### src/rtl/control_sequencer.sv
// Multi-cycle control unit for the 8-bit accumulator computer: INIT/FETCH/EXEC/HALT
// sequencing, IR-decoded register loads, ALU steering, flag latching and PC control.
module control_sequencer #(
    parameter logic [7:0] RESET_PC = 8'h00
) (
    input  logic        clk_i,
    input  logic        rst_i,
    input  logic [15:0] instr_i,
    input  logic        stall_i,
    input  logic        alu_z_i,
    input  logic        alu_n_i,
    input  logic        alu_c_i,
    input  logic        alu_v_i,
    output logic        la_o,
    output logic        lb_o,
    output logic [1:0]  sel_a_o,
    output logic [1:0]  sel_b_o,
    output logic [3:0]  alu_op_o,
    output logic [7:0]  k_out_o,
    output logic        pc_inc_o,
    output logic        pc_load_o,
    output logic [7:0]  pc_target_o,
    output logic [3:0]  flags_o,
    output logic        halted_o
);
    typedef enum logic [1:0] {ST_INIT, ST_FETCH, ST_EXEC, ST_HALT} state_t;

    localparam logic [6:0] OP_HLT   = 7'h7F;
    localparam logic [3:0] ALU_ADD  = 4'b0000;
    localparam logic [3:0] ALU_IDLE = 4'b1001;

    state_t     state_q;
    logic [6:0] op_q;
    logic [7:0] k_q;
    logic [3:0] flags_q;
    logic       halted_q;
    logic       is_data;
    logic       is_jump;
    logic       jump_taken;
    logic       unused_bit;

    assign unused_bit = instr_i[8];
    assign is_data    = (op_q[6:3] == 4'b0000);
    assign is_jump    = (op_q[6:2] == 5'b10000);

    // Jump conditions look only at the latched flags, never the live ALU outputs.
    always_comb begin
        jump_taken = 1'b0;
        case (op_q[1:0])
            2'b00:   jump_taken = 1'b1;
            2'b01:   jump_taken = flags_q[3];
            2'b10:   jump_taken = ~flags_q[3];
            default: jump_taken = flags_q[2];
        endcase
    end

    always_ff @(posedge clk_i or posedge rst_i) begin
        if (rst_i) begin
            state_q  <= ST_INIT;
            op_q     <= 7'd0;
            k_q      <= 8'd0;
            flags_q  <= 4'd0;
            halted_q <= 1'b0;
        end else begin
            case (state_q)
                ST_INIT: state_q <= ST_FETCH;
                ST_FETCH: begin
                    if (!stall_i) begin
                        op_q    <= instr_i[15:9];
                        k_q     <= instr_i[7:0];
                        state_q <= ST_EXEC;
                    end
                end
                ST_EXEC: begin
                    if (is_data) begin
                        flags_q <= {alu_z_i, alu_n_i, alu_c_i, alu_v_i};
                    end
                    if (op_q == OP_HLT) begin
                        state_q  <= ST_HALT;
                        halted_q <= 1'b1;
                    end else begin
                        state_q <= ST_FETCH;
                    end
                end
                default: state_q <= ST_HALT;
            endcase
        end
    end

    // Reset is folded in so the controls fall back the instant rst rises, even mid-EXEC.
    always_comb begin
        la_o        = 1'b0;
        lb_o        = 1'b0;
        sel_a_o     = 2'b00;
        sel_b_o     = 2'b00;
        alu_op_o    = ALU_IDLE;
        pc_inc_o    = 1'b0;
        pc_load_o   = 1'b0;
        pc_target_o = RESET_PC;
        if (!rst_i) begin
            case (state_q)
                ST_INIT: pc_load_o = 1'b1;
                ST_EXEC: begin
                    if (is_data) begin
                        la_o     = ~op_q[0];
                        lb_o     = op_q[0];
                        alu_op_o = ALU_ADD;
                        pc_inc_o = 1'b1;
                        sel_a_o  = op_q[2] ? ((op_q[1:0] == 2'b11) ? 2'b01 : 2'b00) : 2'b10;
                        case (op_q[2:0])
                            3'd0, 3'd4, 3'd5: sel_b_o = 2'b00;
                            3'd1:             sel_b_o = 2'b01;
                            default:          sel_b_o = 2'b10;
                        endcase
                    end else if (is_jump) begin
                        pc_target_o = k_q;
                        pc_load_o   = jump_taken;
                        pc_inc_o    = ~jump_taken;
                    end else if (op_q != OP_HLT) begin
                        pc_inc_o = 1'b1;
                    end
                end
                default: ;
            endcase
        end
    end

    assign k_out_o  = k_q;
    assign flags_o  = flags_q;
    assign halted_o = halted_q;
endmodule

### config.mk
export PLATFORM = sky130hd
export DESIGN_NAME = control_sequencer
export DESIGN_NICKNAME = d
export VERILOG_FILES = /design/src/rtl/control_sequencer.sv
export SDC_FILE = /design/constraint.sdc
export NUM_CORES = 1
export LEC_CHECK = 0
export CORE_MARGIN = 1.5
export CORE_UTILIZATION = 38
export DETAILED_ROUTE_END_ITERATION = 8
export PLACE_DENSITY = 0.86
export SLEW_MARGIN = 10
export SYNTH_ARGS = -nofsm -noshare
export SYNTH_HDL_FRONTEND = slang
export SYNTH_SLANG_ARGS = --single-unit
### constraint.sdc
create_clock -name clk_i -period 2 [get_ports clk_i]
set_clock_uncertainty 0.05 [all_clocks]
set_input_delay 0.2 -clock clk_i [delete_from_list [all_inputs] [get_ports clk_i]]
set_output_delay 0.2 -clock clk_i [all_outputs]
set_load 0.01 [all_outputs]
Word-level counts from Yosys, hierarchy flattened:

Cells that the tools add are included.
W data, S select, Z words.

* input port bits: 23
* flip-flop bits (word level): 22
* output and inout bits: 33
* logic and storage cells: 64

* reductions and logical operators: 8
* equal/unequal tests: 12
* bitwise operators: 4
* multiplexer cells: 35

Operators with widths (number)
* $mux W8: 4
* $mux W2: 9
* $mux W1: 15
* $mux W4: 3
* $eq A7 B7 Y1 const B: 1
* $ne A7 B7 Y1 const B: 1
* $eq A2 B2 Y1 const B: 3
* $eq A3 B3 Y1 const B: 2
* $pmux W2 S3: 1
* $reduce_and A2 Y1: 3
* $eq A5 B5 Y1 const B: 1
* $eq A2 B1 Y1 const B: 2
* $logic_not A2 Y1: 2
* $logic_not A4 Y1: 1
* $not A1 Y1: 4
* $pmux W2 S2: 1
* $eq A3 B1 Y1 const B: 1
* $logic_not A3 Y1: 1
* $pmux W1 S3: 1
* $reduce_or A3 Y1: 1
* $ne A2 B2 Y1 const B: 1
* $pmux W1 S2: 1

Logic depth before layout (Yosys ltp):

Gate-level depths: netlist (run 1).

* depth in word-level cells: 7
* depth in mapped cells: 4
* gate-level depth less buffers: 3

Worst setup path before layout (run 1):

Ideal clock, no wire load.

* kind: register to output
* start: reg op_q[3]
* end: out sel_b_o[0]
* required time: 1750 ps
* arrival time: 1616 ps
* cell stages (with the launch flop): 5
* path slack: 134 ps
* cells stage by stage: dfrtp_1 -> or3_4 -> or3_2 -> buf_2 -> nor4_2

* longest elaborated chain between the ends: 4

Ends and longest elaborated chain
* from (decl): RTL line 33 `logic [6:0] op_q;`
* from (signal assigned): RTL line 69 `op_q <= instr_i[15:9];`
* $logic_not A4 Y1: RTL line 43 `assign is_data = (op_q[6:3] == 4'b0000);`
* $mux W2: RTL line 104 `if (is_data) begin`
* $mux W2: RTL line 101 `case (state_q)`
* $mux W2: RTL line 100 `if (!rst_i) begin`
* to (decl): RTL line 17 `output logic [1:0] sel_b_o,`

Every way passes these cells.

Worst setup path in the final report (run 1):

* start: reg state_q[0]
* end: out sel_b_o[0]

* longest elaborated chain between the ends: 3

Ends and longest elaborated chain
* from (decl): RTL line 32 `state_t state_q;`
* from (signal assigned): RTL line 59 `state_q <= ST_INIT;`
* from (signal assigned): RTL line 66 `ST_INIT: state_q <= ST_FETCH;`
* from (signal assigned): RTL line 71 `state_q <= ST_EXEC;`
* $eq A2 B2 Y1: RTL line 101
* $mux W2: RTL line 101
* $mux W2: RTL line 100

Every way passes these cells.

==> results of run 1 <==
registers in the layout (all words and copies together), names as in the netlist:
| name | flops |
|---|---|
| halted_o | 1 |
| flags_o | 4 |
| op_q | 7 |
| state_q | 2 |
| k_out_o | 8 |
repair_timing:
action                                  4_1_cts  5_1_grt
resized for setup                            86        3
setup buffers                                 4        1
pin swaps                                     8        1
endpoints found under the setup margin       22       22
synth_stat cells, drive strengths merged:
library cell  instances  area [um2]
nand3                 2       10.01
or4b                  1       13.76
nor3b                 1       7.510
conb                  1       3.750
nor2                  6       22.52
and2                  8       50.05
a31o                  1       8.760
a22o                  1       8.760
inv                   5       18.77
nand2b                2       12.51
a211o                 1       10.01
nor4                  1       12.51
nand4                 1       6.260
nor3                  2       15.01
buf                   5       32.53
or3                   2       18.77
mux2                 20       240.2
or3b                  1       8.760
a211oi                1       7.510
dfrtp                22       550.5
power groups by stage:
stage / clock network, mW / registers (mW) / logic, mW
6_report: 0.337 / 0.791 / 1.03
3_3_place_gp: 0 / 0.773 / 0.918
5_1_grt: 0.369 / 0.820 / 1.10
4_1_cts: 0.347 / 0.786 / 1.00
2_1_floorplan: 0 / 0.861 / 0.319
3_5_place_dp: 0 / 0.791 / 0.946
area by class of cell:
type,instances,share of cell area
inverter,5,0.01045
clock buffer,3,0.01253
multi-input combinational,53,0.2820
timing repair buffer,75,0.3510
clock inverter,1,0.01671
tap,30,0.02089
sequential,22,0.3064
per-stage QoR:
stage | util | area [um2]
after floorplan | - | 1062
after global placement | 0.6711 | 1723
after detailed placement | 0.6711 | 1723
after CTS | 0.6896 | 1770
after global routing | 0.6998 | 1797
final | 0.6998 | 1797
routing by layer:
layer | vias up | part of all wire | global-route usage
li1 | 433 | - | -
met1 | 448 | 0.40 | 0.2189
met2 | 39 | 0.54 | 0.3469
met3 | 0 | 0.064 | 0.06047
met4 | 0 | 0 | 0.02091
met5 | - | 0 | 0
critical path, delay by kind of cell (launching register included):
family	cells	cell delay (ns)
and+or+nand+nor	3	0.89
buffers and inverters	2	0.32
DFF	1	0.41
cells by family after synthesis:
| family | Yosys count |
|---|---|
| other | 1 |
| muxes | 20 |
| buffers and inverters | 10 |
| AOI/OAI and AO/OA | 4 |
| DFF | 22 |
| and+or+nand+nor | 27 |
how the worst max path moves through the flow:
| stage | startpoint | endpoint | slack, ns | cells past startpoint |
|---|---|---|---|---|
| 5_1_grt | state_q[0]$_DFFE_PP0P_ | sel_b_o[0] | -0.27 | 5 |
| 6_report | state_q[0]$_DFFE_PP0P_ | sel_b_o[0] | -0.18 | 5 |
| 3_5_place_dp | rst_i | sel_b_o[0] | -0.55 | 5 |
| 3_3_place_gp | rst_i | sel_b_o[0] | -0.47 | 5 |
| 2_1_floorplan | op_q[3]$_DFFE_PP0P_ | sel_b_o[0] | 0.13 | 4 |
| 4_1_cts | state_q[0]$_DFFE_PP0P_ | pc_target_o[4] | -0.19 | 7 |
==> flow_metrics.env, run 1 <==
export IMPL_status="finished, violations left"
export IMPL_violations="setup timing"
export IMPL_final_cells=189
export IMPL_cts_hold_buf=0
export IMPL_crit_type="register to output port"
export IMPL_htreeDepth=1
export IMPL_ys_seq_area_frac=0.5201
export IMPL_setup_tns_final_ns=-2.319
export IMPL_clock_sinks=22
export IMPL_layout_common_cells="clkdlybuf4s50_1, dfrtp_1, buf_4, mux2_2, buf_2"
export IMPL_diodes=0
export IMPL_r2r_end="flags_o[0]$_DFFE_PP0P_"
export IMPL_r2r_start="op_q[3]$_DFFE_PP0P_"
export IMPL_drv_cap=0
export IMPL_grt_pass1_vias=981
export IMPL_drtIter0Drc=12
export IMPL_ir_drop_uv=944.7
export IMPL_synthSimpleGateAreaFrac=0.1678
export IMPL_drc=0
export IMPL_initial_core_util=0.4123
export IMPL_yosys_cell_types_count=24
export IMPL_cts_made_buffers=3
export IMPL_leakage_nw=0.8426
export IMPL_drive_above_1_share=0.4906
export IMPL_yosys_warnings=0
export IMPL_die_x_um=55.78
export IMPL_crit_path_end_kind="output port"
export IMPL_area_growth_pct=69.74
export IMPL_min_period_over_period=1.090
export IMPL_fin_ws_ns=-0.1802
export IMPL_multi_input_area_um2=506.7
export IMPL_die_h_um=55.78
export IMPL_rsz0062_at_grt="yes"
export IMPL_grt_use_total=0.1884
export IMPL_cts_root_buf="clkbuf_4"
export IMPL_vias=920
export IMPL_dr_pass1_iters=4
export IMPL_hp_class="primary input to asynchronous set/reset pin"
export IMPL_hold_viol=0
export IMPL_clockBufferDepth=2
export IMPL_synth_xor_area_frac=0
export IMPL_synth_compound_area_frac=0.03310
export IMPL_cp_arrival_ns=1.93
export IMPL_max_stage_delay_ns=0.41
export IMPL_worstPathRequired_ns=1.75
export IMPL_gp_congestion=0.7495
export IMPL_num_io_pins=56
export IMPL_whs_ns=0.1303
export IMPL_r2r_slack_ns=0.02
export IMPL_rows=18
export IMPL_seqPwrFrac=0.366
export IMPL_grt_first_pass_wirelength_mm=4.574
export IMPL_power_density_nw_per_um2=1201
export IMPL_internal_power_mw=1.499
export IMPL_grt_max_degree=22
export IMPL_placedCellCount=180
export IMPL_power_mw=2.158
export IMPL_syn_area_per_cell_um2=12.60
export IMPL_insertion_delay_ns=0.31
export IMPL_viasPerCell=4.868
export IMPL_combPwrFrac=0.477
export IMPL_portBuffers=52
export IMPL_grt_overflow_total=0
export IMPL_synth_top_family_by_area="multiplexers"
export IMPL_place_ws_ns=-0.5456
export IMPL_clkTransAtPathRegs_ns=0.12
export IMPL_netlist_area_um2=1059
export IMPL_cpMaxStageDelayCell="dfrtp_1"
export IMPL_cp_start_kind="register"
export IMPL_min_period_ns=2.180
export IMPL_drv_slew=0
export IMPL_area_sequential_um2=550.5
export IMPL_die_area_um2=3111
export IMPL_synth_mux_area_frac=0.2270
export IMPL_n_fill_cell=187
export IMPL_clock_power_share=0.156
export IMPL_synthCells=84
export IMPL_cts_tree="done"
export IMPL_p_sw_frac=0.3055
export IMPL_hpwl_mm=2.017
export IMPL_path_max_fanout=6
export IMPL_fmax_mhz=458.7
export IMPL_synth_adder_area_share=0
export IMPL_ys_seq_elements=22
export IMPL_layout_commonest_cell="clkdlybuf4s50_1"
export IMPL_totalWireLength_mm=2.787
export IMPL_setup_violations=18
export IMPL_wl_per_cell_um=14.75
export IMPL_antenna_found_initial=0
export IMPL_crit_chain="or3b_4 -> or3_4 -> buf_6 -> nor4_4 -> buf_2"
export IMPL_core_area_um2=2567
export IMPL_fin_nets=183
export IMPL_worstRegToRegCells=4
export IMPL_p_sw_uw=659.2
export IMPL_detail_route_antenna_nets=0
Power figures use the tool's default switching activity.
==> run 2: changes to the inputs <==
- CORE_MARGIN: 1.5 -> 2
==> flow_metrics.env, run 2 (synthesis gave the netlist of run 1 again) <==
export IMPL_diodes=0
export IMPL_cts_hold_buf=0
export IMPL_die_h_um=56.78
export IMPL_crit_buf_inv=4
export IMPL_drc=0
export IMPL_crit_type="register to output port"
export IMPL_drv_slew=0
export IMPL_initial_core_util=0.3906
export IMPL_cts_made_buffers=3
export IMPL_highest_layer="met4"
export IMPL_die_area_um2=3224
export IMPL_hold_viol=0
export IMPL_dr_pass1_iters=4
export IMPL_fin_nets=182
export IMPL_power_density_nw_per_um2=1168
export IMPL_fin_ws_ns=-0.1713
export IMPL_drv_cap=0
export IMPL_cp_arrival_ns=1.92
export IMPL_grt_overflow_total=0
export IMPL_cts_tree="done"
export IMPL_setup_tns_final_ns=-1.767
export IMPL_vias=940
export IMPL_cpLargestDelayFamily="simple AND/OR/NAND/NOR gates"
export IMPL_cpMaxStageDelayCell="dfrtp_1"
export IMPL_layout_common_cells="clkdlybuf4s50_1, dfrtp_1, buf_4, mux2_2, buf_6"
export IMPL_setup_violations=20
export IMPL_htreeDepth=1
export IMPL_r2r_slack_ns=-0.06
export IMPL_fmax_mhz=460.6
export IMPL_rows=19
export IMPL_crit_cells=7
export IMPL_min_period_ns=2.171
export IMPL_area_growth_pct=73.52
export IMPL_max_stage_delay_ns=0.41
export IMPL_portBuffers=52
export IMPL_p_sw_uw=640.1
export IMPL_viasPerCell=4.974
export IMPL_totalWireLength_mm=2.640
export IMPL_crit_chain="or3b_4 -> buf_4 -> nor3_4 -> buf_6 -> buf_6 -> and2_4 -> buf_6"
export IMPL_ir_drop_uv=821.6
export IMPL_worst_path_most_repeated_cell="buf_6"
export IMPL_endpoint="pc_target_o[2]"
export IMPL_clock_sinks=22
export IMPL_hpwl_mm=1.962
export IMPL_r2r_start="op_q[4]$_DFFE_PP0P_"
export IMPL_gp_congestion=0.7472
export IMPL_worstPathRequired_ns=1.75
export IMPL_layout_commonest_cell="clkdlybuf4s50_1"
export IMPL_r2r_end="flags_o[3]$_DFFE_PP0P_"
export IMPL_cp_start_kind="register"
export IMPL_wl_per_cell_um=13.97
export IMPL_placedCellCount=179
export IMPL_largest_register_ff_count=8
export IMPL_core_area_um2=2710
export IMPL_grt_use_total=0.1753
export IMPL_whs_ns=0.2420
export IMPL_rsz0062_at_grt="yes"
export IMPL_grt_max_degree=23
export IMPL_cp_startpoint="state_q[0]$_DFFE_PP0P_"
export IMPL_wl_met2_mm=1.396
export IMPL_num_io_pins=56
export IMPL_status="finished, violations left"
export IMPL_die_x_um=56.78
export IMPL_violations="setup timing"
export IMPL_final_cells=189
export IMPL_leakage_nw=0.8450
export IMPL_p_sw_frac=0.2983
export IMPL_path_max_fanout=6
export IMPL_seqPwrFrac=0.367
export IMPL_antenna_found_initial=0
export IMPL_grt_pass1_vias=959
export IMPL_n_fill_cell=220
export IMPL_crit_path_end_kind="output port"
export IMPL_clockBufferDepth=2
export IMPL_drtIter0Drc=14
export IMPL_worstRegToRegCells=5
export IMPL_clkTransAtPathRegs_ns=0.12
export IMPL_min_period_over_period=1.086
export IMPL_wl_met1_um=976
export IMPL_insertion_delay_ns=0.31
export IMPL_combPwrFrac=0.475
export IMPL_hp_class="primary input to asynchronous set/reset pin"
export IMPL_grt_first_pass_wirelength_mm=4.367
export IMPL_detail_route_antenna_nets=0
export IMPL_cts_root_buf="clkbuf_4"
export IMPL_internal_power_mw=1.506
export IMPL_clock_power_share=0.159
export IMPL_route_met3_wl_um=220
export IMPL_drive_above_1_share=0.5253
run 2: area by class of cell:
type | count | area, um2 | share of cell area
Inverter | 5 | 18.77 | 0.01022
Clock inverter | 1 | 30.03 | 0.01635
Tap cell | 31 | 38.79 | 0.02112
Sequential cell | 22 | 550.5 | 0.2997
Clock buffer | 3 | 22.52 | 0.01226
Timing Repair Buffer | 74 | 660.6 | 0.3597
Multi-Input combinational cell | 53 | 515.5 | 0.2807
run 2: worst min path at each step:
stage / startpoint / end / slack [ns] / depth (start not counted)
floorplan: rst_i / flags_o[0]$_DFFE_PP0P_ / 0.14 / 1
global placement: halted_o$_DFFE_PP0P_ / halted_o$_DFFE_PP0P_ / 0.40 / 1
detailed placement: halted_o$_DFFE_PP0P_ / halted_o$_DFFE_PP0P_ / 0.40 / 1
CTS: rst_i / halted_o$_DFFE_PP0P_ / 0.23 / 3
global route: rst_i / op_q[3]$_DFFE_PP0P_ / 0.26 / 3
finish: rst_i / halted_o$_DFFE_PP0P_ / 0.24 / 3
run 2: worst min-delay path: stages:
cell and delay [ns]:
clkdlybuf4s50_1 0.45, inv_1 0.07, buf_4 0.28
run 2: repair_timing:
item / 4_1_cts / 5_1_grt
setup endpoints to repair: 18 / 22
setup buffers: 3 / 3
pin swaps: 7 / 1
gates resized for setup: 91 / 9
run 2: per-layer routing:
layer  vias up  GRT usage
met1       453     0.1932
met5         -          0
met4         0    0.03987
li1        436          -
met3         6    0.06221
met2        45     0.3206
run 2: stage by stage:
stage	total power, mW	util	instance area [um2]	setup WS (ns)
detailed placement	1.730	0.6307	1709	-0.5145
floorplan	1.180	-	1062	0.1345
global placement	1.689	0.6307	1709	-0.4919
finish	2.146	0.6777	1837	-0.1713
CTS	2.122	0.6537	1772	-0.1508
global route	2.266	0.6777	1837	-0.2346
run 2: power groups by stage:
stage / registers, mW / clock network (mW) / logic, mW
after detailed placement: 0.791 / 0 / 0.939
after CTS: 0.788 / 0.352 / 0.983
final: 0.786 / 0.340 / 1.02
after floorplan: 0.861 / 0 / 0.319
after global placement: 0.774 / 0 / 0.915
after global routing: 0.816 / 0.371 / 1.08
